===== config.mk =====
export PLATFORM = sky130hd
export DESIGN_NAME = seqgen_burst_scheduler
export DESIGN_NICKNAME = d
export VERILOG_FILES = /design/src/rtl/seqgen_burst_scheduler.sv
export SDC_FILE = /design/constraint.sdc
export NUM_CORES = 1
export LEC_CHECK = 0
export ABC_AREA = 1
export BUFFER_PORTS_ARGS = -buffer_cell sky130_fd_sc_hd__buf_2
export CAP_MARGIN = 20
export CELL_PAD_IN_SITES_DETAIL_PLACEMENT = 1
export CELL_PAD_IN_SITES_GLOBAL_PLACEMENT = 2
export CORE_MARGIN = 5
export CORE_UTILIZATION = 30
export CTS_BUF_LIST = sky130_fd_sc_hd__clkbuf_4
export DETAILED_ROUTE_END_ITERATION = 10
export MAX_ROUTING_LAYER = met4
export PLACE_DENSITY = 0.91
export RECOVER_POWER = 50
export SLEW_MARGIN = 20
export SYNTH_ARGS = -nofsm -noshare
export SYNTH_HDL_FRONTEND = slang
export SYNTH_SLANG_ARGS = --single-unit

===== constraint.sdc =====
create_clock -name clk -period 2.2 [get_ports clk]
set_input_delay 0.44 -clock clk [delete_from_list [all_inputs] [get_ports clk]]
set_output_delay 0.44 -clock clk [all_outputs]
set_load 0.02 [all_outputs]

===== src/rtl/seqgen_burst_scheduler.sv =====
// Round-robin scheduler sharing one sequence generator between NREQ requesters.
// Each grant runs an optional generator restart, an N-cycle enable burst and a registered capture stream.
//
// state | meaning
// ------+-----------------------------------------------------------
// IDLE  | no owner; arbitrate among req starting at the rr pointer
// SETUP | owner granted; gen_rst pulses if the owner asked for restart
// BURST | gen_enable high while the length down-counter runs out
// DRAIN | two cycles for the capture pipeline to flush the last word
// DONE  | done pulse to the owner; pointer advances past the owner
module seqgen_burst_scheduler #(
    parameter int NREQ   = 2,
    parameter int LEN_W  = 4,
    parameter int DATA_W = 8
) (
    input  logic                    clk,
    input  logic                    rst,
    input  logic [NREQ-1:0]         req,
    input  logic [NREQ*LEN_W-1:0]   req_len,
    input  logic [NREQ-1:0]         req_restart,
    output logic                    gen_enable,
    output logic                    gen_rst,
    input  logic [DATA_W-1:0]       gen_data,
    output logic [NREQ-1:0]         grant,
    output logic [DATA_W-1:0]       out_data,
    output logic [NREQ-1:0]         out_valid,
    output logic [NREQ-1:0]         done,
    output logic                    busy
);

    localparam int IDX_W = (NREQ > 1) ? $clog2(NREQ) : 1;
    localparam int CNT_W = LEN_W + 1;
    localparam logic [CNT_W-1:0] LEN_MAX = {1'b1, {LEN_W{1'b0}}};

    typedef enum logic [2:0] {
        S_IDLE,
        S_SETUP,
        S_BURST,
        S_DRAIN,
        S_DONE
    } state_t;

    state_t             state, state_nxt;
    logic [CNT_W-1:0]   cnt, cnt_nxt;
    logic [IDX_W-1:0]   idx, idx_nxt;
    logic [IDX_W-1:0]   ptr, ptr_nxt;
    logic [NREQ-1:0]    grant_nxt, done_nxt;
    logic               gen_enable_nxt, gen_rst_nxt, busy_nxt;
    logic               en_d1;

    logic [NREQ-1:0]    hi_mask, req_hi, arb_onehot;
    logic               arb_hit, arb_rst;
    logic [IDX_W-1:0]   arb_idx;
    logic [LEN_W-1:0]   arb_len;
    logic [CNT_W-1:0]   arb_cnt;

    // Rotating priority: requesters at or above the pointer first, then wrap to the rest.
    always_comb begin
        hi_mask    = '0;
        arb_hit    = 1'b0;
        arb_idx    = '0;
        arb_len    = '0;
        arb_rst    = 1'b0;
        arb_onehot = '0;
        for (int i = 0; i < NREQ; i++) begin
            hi_mask[i] = (IDX_W'(i) >= ptr);
        end
        req_hi = req & hi_mask;
        for (int i = 0; i < NREQ; i++) begin
            if (!arb_hit && req_hi[i]) begin
                arb_hit       = 1'b1;
                arb_idx       = IDX_W'(i);
                arb_len       = req_len[i*LEN_W +: LEN_W];
                arb_rst       = req_restart[i];
                arb_onehot    = '0;
                arb_onehot[i] = 1'b1;
            end
        end
        for (int i = 0; i < NREQ; i++) begin
            if (!arb_hit && req[i]) begin
                arb_hit       = 1'b1;
                arb_idx       = IDX_W'(i);
                arb_len       = req_len[i*LEN_W +: LEN_W];
                arb_rst       = req_restart[i];
                arb_onehot    = '0;
                arb_onehot[i] = 1'b1;
            end
        end
        arb_cnt = (arb_len == '0) ? LEN_MAX : CNT_W'(arb_len);
    end

    always_comb begin
        state_nxt      = state;
        cnt_nxt        = cnt;
        idx_nxt        = idx;
        ptr_nxt        = ptr;
        grant_nxt      = grant;
        done_nxt       = '0;
        gen_enable_nxt = 1'b0;
        gen_rst_nxt    = 1'b0;
        case (state)
            S_IDLE: begin
                grant_nxt = '0;
                if (arb_hit) begin
                    state_nxt   = S_SETUP;
                    idx_nxt     = arb_idx;
                    grant_nxt   = arb_onehot;
                    cnt_nxt     = arb_cnt;
                    gen_rst_nxt = arb_rst;
                end
            end
            S_SETUP: begin
                state_nxt      = S_BURST;
                gen_enable_nxt = 1'b1;
            end
            S_BURST: begin
                if (cnt == CNT_W'(1)) begin
                    state_nxt = S_DRAIN;
                    cnt_nxt   = CNT_W'(2);
                end else begin
                    cnt_nxt        = cnt - 1'b1;
                    gen_enable_nxt = 1'b1;
                end
            end
            S_DRAIN: begin
                if (cnt == CNT_W'(1)) begin
                    state_nxt = S_DONE;
                    done_nxt  = grant;
                end else begin
                    cnt_nxt = cnt - 1'b1;
                end
            end
            S_DONE: begin
                state_nxt = S_IDLE;
                grant_nxt = '0;
                ptr_nxt   = (idx == IDX_W'(NREQ - 1)) ? '0 : idx + 1'b1;
            end
            default: begin
                state_nxt = S_IDLE;
                grant_nxt = '0;
            end
        endcase
        busy_nxt = (state_nxt != S_IDLE);
    end

    always_ff @(posedge clk or posedge rst) begin
        if (rst) begin
            state      <= S_IDLE;
            cnt        <= '0;
            idx        <= '0;
            ptr        <= '0;
            grant      <= '0;
            done       <= '0;
            gen_enable <= 1'b0;
            gen_rst    <= 1'b0;
            busy       <= 1'b0;
        end else begin
            state      <= state_nxt;
            cnt        <= cnt_nxt;
            idx        <= idx_nxt;
            ptr        <= ptr_nxt;
            grant      <= grant_nxt;
            done       <= done_nxt;
            gen_enable <= gen_enable_nxt;
            gen_rst    <= gen_rst_nxt;
            busy       <= busy_nxt;
        end
    end

    // The generator advances on the enable edge, so its word is valid one cycle later.
    always_ff @(posedge clk or posedge rst) begin
        if (rst) begin
            en_d1     <= 1'b0;
            out_data  <= '0;
            out_valid <= '0;
        end else begin
            en_d1     <= gen_enable;
            out_valid <= en_d1 ? grant : '0;
            if (en_d1) begin
                out_data <= gen_data;
            end
        end
    end

endmodule


Word-level counts from Yosys, hierarchy flattened:

Cells that the tools add are included.

* $add $sub $neg: 2
* eq/ne operators: 7
* reductions and logical operators: 13
* bitwise gates (word level): 1
* order comparisons: 2
* multiplexer cells: 38

Operators by type and width (count)
* $mux 5: 4
* $mux 1: 16
* $mux 4: 4
* $pmux 5 s3: 1
* $mux 2: 7
* $pmux 3 s4: 1
* $mux 3: 3
* $eq 3x2->1 const B: 2
* $reduce_bool 3->1: 2
* $eq 5x1->1 const B: 1
* $sub 5x1->5 const B: 1
* $logic_not 4->1: 1
* $ne 2x2->1 const B: 2
* $pmux 2 s2: 1
* $eq 3x1->1 const B: 1
* $eq 3x3->1 const B: 1
* $logic_and 1x1->1: 3
* $logic_not 1->1: 3
* $logic_not 3->1: 1
* $reduce_and 3->1: 1
* $reduce_or 3->1: 1
* $and 2x2->2: 1
* $ge 1x1->1 const A: 2
* $pmux 1 s2: 1
* other kinds (2): 2

* input port bits: 22
* bits in registers: 28

Longest topological paths before layout:

* depth in word-level cells: 16
* mapped depth: 11
* depth with buffers taken out: 11

Worst setup path after synthesis:

No wires, ideal clock.

* path type: register to register
* start: reg cnt[1]
* end: reg cnt[4]
* cell stages (with the launch flop): 11
* required time: 2078 ps
* library setup time: 122 ps
* period minus slack after synthesis: 1316 ps
* path slack: 884 ps
* arrival: 1194 ps
* path through: dfrtp_1 inv_1 ha_1 inv_1 nor2_1 nand2_1 nand2_1 nand2_2 nand2_1 nor2b_1 a21oi_2

* longest elaborated chain between the ends: 3

RTL lines
* start: declaration: RTL line 44 `logic [CNT_W-1:0] cnt, cnt_nxt;`
* start signal: assignment: RTL line 159 `cnt <= cnt_nxt;`
* $sub 5x1->5 / $eq 5x1->1 (equally long branches)
* $mux 5, or another cell as far along: RTL line 126 `if (cnt == CNT_W'(1)) begin`
* $pmux 5 s3 / $reduce_and 3->1 (equally long branches)

Parallel ways exist; a longest one is shown, timed or not. The select of a mux whose other input is x is not followed.
A chain may end at the register's enable or synchronous reset.

Worst setup path after layout:

Same ends and word-level chain as after synthesis.

==> out/results.tsv <==
stage	metric	value	unit
status	status	finished clean	
worst_setup_path	Worst R2R Setup Slack	0.68	ns
timing	setup violators final	0	
detailed_routing	Vias	1138	
detailed_routing	DR WL/cell	12.1	um
floorplan	total die area	6070	um^2
worst_setup_path	Critical path buffers and inverters	2	
power	total power	2120	uW
synth	synthesized flop and latch total	28	
global_route	vias in the first global route	1173	
timing	final hold viol count	0	
worst_setup_path	Worst R2R Start	cnt[1]$_DFFE_PP0P_	
detailed_routing	Pre-antenna DRT Iters	4	
worst_setup_path	CP Max Fanout	4	
floorplan	Die X	77.9	um
global_route	largest net degree at the start of global routing	29	
synth	syn_nets	181	
floorplan	Core Area	4410	um^2
timing	Worst-Margin Slew	1.45	ns
global_route	final global-route overflow total	0	
floorplan	Rows	24	
synth	Seq/Total Area, Yosys	0.507	
clock_network	CTS Buf Count	3	
synth	XOR/XNOR Fraction of Synth Area	0.0127	
clock_network	post-CTS resize count	0	
worst_setup_path	Critical Path Max Stage Delay	0.41	ns
hold_path	Hold Crit Depth	2	
synth	synth warn	0	
cells_and_area	multi-input combinational cell area	581	um^2
worst_setup_path	CP Data Arrival Time	1.76	ns
synth	Post-Synth Adder-Cell Area	0.0181	
worst_setup_path	crit end category	flip-flop	
synth	largest family of logic cells by synthesized area	simple AND/OR/NAND/NOR gates	
timing	Max Fclk	0.656	GHz
worst_setup_path	CP max-delay cell	dfrtp_1	
hold_path	hold endpoint	out_data[4]$_DFFE_PP0P_	
cells_and_area	# diodes	0	
cells_and_area	FF/Latch Area	701	um^2
floorplan	I/O pin cnt	39	
clock_network	CTS tree	yes	
detailed_routing	final wirelength	3010	um
worst_setup_path	Reg-to-Reg End	cnt[4]$_DFFE_PP0P_	
synth	Gate Count Post-Synth	157	
clock_network	root buf cell	clkbuf_4	
clock_network	clock insertion delay at the later pin of the skew report	0.33	ns
hold_path	Hold Startpoint	gen_data[4]	
hold_path	worst hold path class	input pin to flip-flop	
timing	period utilization	0.693	
global_route	Total GRT Usage	0.109	
detailed_routing	ANT nets after route	0	
synth	compound-gate portion of the synthesized area	0.0742	
timing	clock skew	0.00205	ns
clock_network	H-tree depth	1	
worst_setup_path	Critical Path RT	2.44	ns
place	RePlAce Congestion	0.748	
power	power density over the cells	1280	nW/um^2
floorplan	initial core utilization	0.313	
worst_setup_path	R2R cell count	10	
synth	Yosys cell types	25	
clock_network	cts hold-fix bufs	0	
global_route	first-pass GRT wire length	5290	um
cells_and_area	Layout area overhead	19.7	%
cells_and_area	final net count	223	
worst_setup_path	crit path kind	flip-flop to flip-flop	
power	LEAKAGE	0.000895	uW
worst_setup_path	cell mode on critical path	nand2_1	
detailed_routing	drt first-iter violations	42	
timing	Period minus WS final	1.52	ns
worst_setup_path	Crit path max-delay family	simple AND/OR/NAND/NOR gates	
timing	setup TNS	0	ns
place	IO Port Bufs	38	
power	peak supply drop	326	uV
synth	simple-gate portion of the synthesized area	0.250	
worst_setup_path	critical-path cell list	inv_1 -> ha_1 -> inv_1 -> nor2_1 -> nand2_1 -> nand2_1 -> nand2_2 -> nand2_1 -> nor2b_1 -> a21oi_2	
clock_network	Post-CTS Setup Bufs	0	
global_route	antenna violations before repair	0	
place	DPL Wire Length	2420	um
synth	Syn Std Cell Area	1380	um^2
detailed_routing	DRC Markers	0	
clock_network	Worst-path clk slew	0.15	ns
cells_and_area	most frequent cells in the layout	nand2_1, buf_2, dfrtp_1	
clock_network	CTS max path bufs	2	
clock_network	Sink Count	28	
synth	Syn Area/Cell	8.81	um^2
worst_setup_path	Startpoint Class	flip-flop	
cells_and_area	layout cells sized above 1	0.333	
cells_and_area	Fillers	546	
timing	RSZ-0062 raised after global routing	no	
floorplan	Chip Height	77.9	um
synth	mux cell area share after synthesis	0.0652	
detailed_routing	Vias per Instance	4.55	
timing	Worst slew margin	0.0325	
timing	fin. max-slew vios	0	
flow_run	Max Cap Violations	0	
## cells in the mapped netlist
library cell,n,share of area
inv_1,18,0.049
a31oi_1,2,0.0090
dfrtp_1,28,0.51
ha_1,2,0.018
nand2_2,2,0.0090
inv_2,4,0.011
nand3_1,13,0.047
nor2_1,11,0.030
and2_4,1,0.0063
nor2_2,3,0.014
o21ai_0,8,0.029
nor2_4,2,0.016
nand3_2,2,0.014
inv_4,1,0.0045
nor2b_1,1,0.0045
buf_4,1,0.0054
a21oi_2,2,0.013
mux2_2,8,0.065
o211ai_1,1,0.0054
nand3b_1,1,0.0054
nand2_1,38,0.10
xor2_1,2,0.013
o21ai_1,3,0.011
a21oi_1,2,0.0072
buf_2,1,0.0036
## worst max-delay path by stage
| stage | from | endpoint | slack, ns | depth (start not counted) |
|---|---|---|---|---|
| global placement | cnt[1]$_DFFE_PP0P_ | cnt[4]$_DFFE_PP0P_ | 0.71 | 10 |
| CTS | cnt[1]$_DFFE_PP0P_ | cnt[4]$_DFFE_PP0P_ | 0.65 | 10 |
| floorplan | cnt[1]$_DFFE_PP0P_ | cnt[4]$_DFFE_PP0P_ | 0.88 | 10 |
| finish | cnt[1]$_DFFE_PP0P_ | cnt[4]$_DFFE_PP0P_ | 0.68 | 10 |
| detailed placement | cnt[1]$_DFFE_PP0P_ | cnt[4]$_DFFE_PP0P_ | 0.72 | 10 |
| global route | rst | gen_enable$_DFF_PP0_ | 0.37 | 3 |
## report_power, final
group | internal [uW] | switching (uW) | leakage (uW) | total, uW
Clock | 66.8 | 151 | 0.0000154 | 218
Combinational | 404 | 615 | 0.000543 | 1020
Sequential | 722 | 163 | 0.000336 | 885
Total | 1190 | 928 | 0.000895 | 2120
## final cells by class
type,count,area share
Clock buffer,3,0.0136
Inverter,23,0.0537
Timing Repair Buffer,39,0.117
Multi-Input combinational cell,104,0.351
Sequential cell,28,0.423
Clock inverter,1,0.00227
Tap cell,52,0.0393
## flip-flops by register name, summed over array words and instances (netlist names)
signal,count
en_d1,1
gen_rst,1
ptr,1
out_data,8
gen_enable,1
out_valid,2
cnt,5
done,2
grant,2
idx,1
busy,1
state,3
## layer usage
metal  vias to the layer above  track usage  part of all wire
li1                        583            -                 -
met1                       513        0.134              0.47
met2                        38        0.176              0.43
met3                         4       0.0197             0.082
met4                         0       0.0464             0.017
met5                         -            -                 0
## cells by family (layout without fill, tap and decap cells)
group,count (synthesis),after routing
DFF,28,28
buffers and inverters,25,66
AOI/OAI and AO/OA,18,18
and+or+nand+nor,74,74
muxes,8,8
adders and majority gates,2,2
xor gates and xnor gates,2,2
## per-stage QoR
stage	hold WS (ns)	cell area [um^2]	instances	setup WS, ns	util
2_1_floorplan	0.421	1380	157	0.884	-
3_3_place_gp	0.355	1630	246	0.715	0.370
3_5_place_dp	0.367	1630	246	0.715	0.370
4_1_cts	0.153	1660	250	0.645	0.376
5_1_grt	0.314	1660	250	0.371	0.375
6_report	0.325	1660	250	0.675	0.375
(Power assumes the default switching activity.)
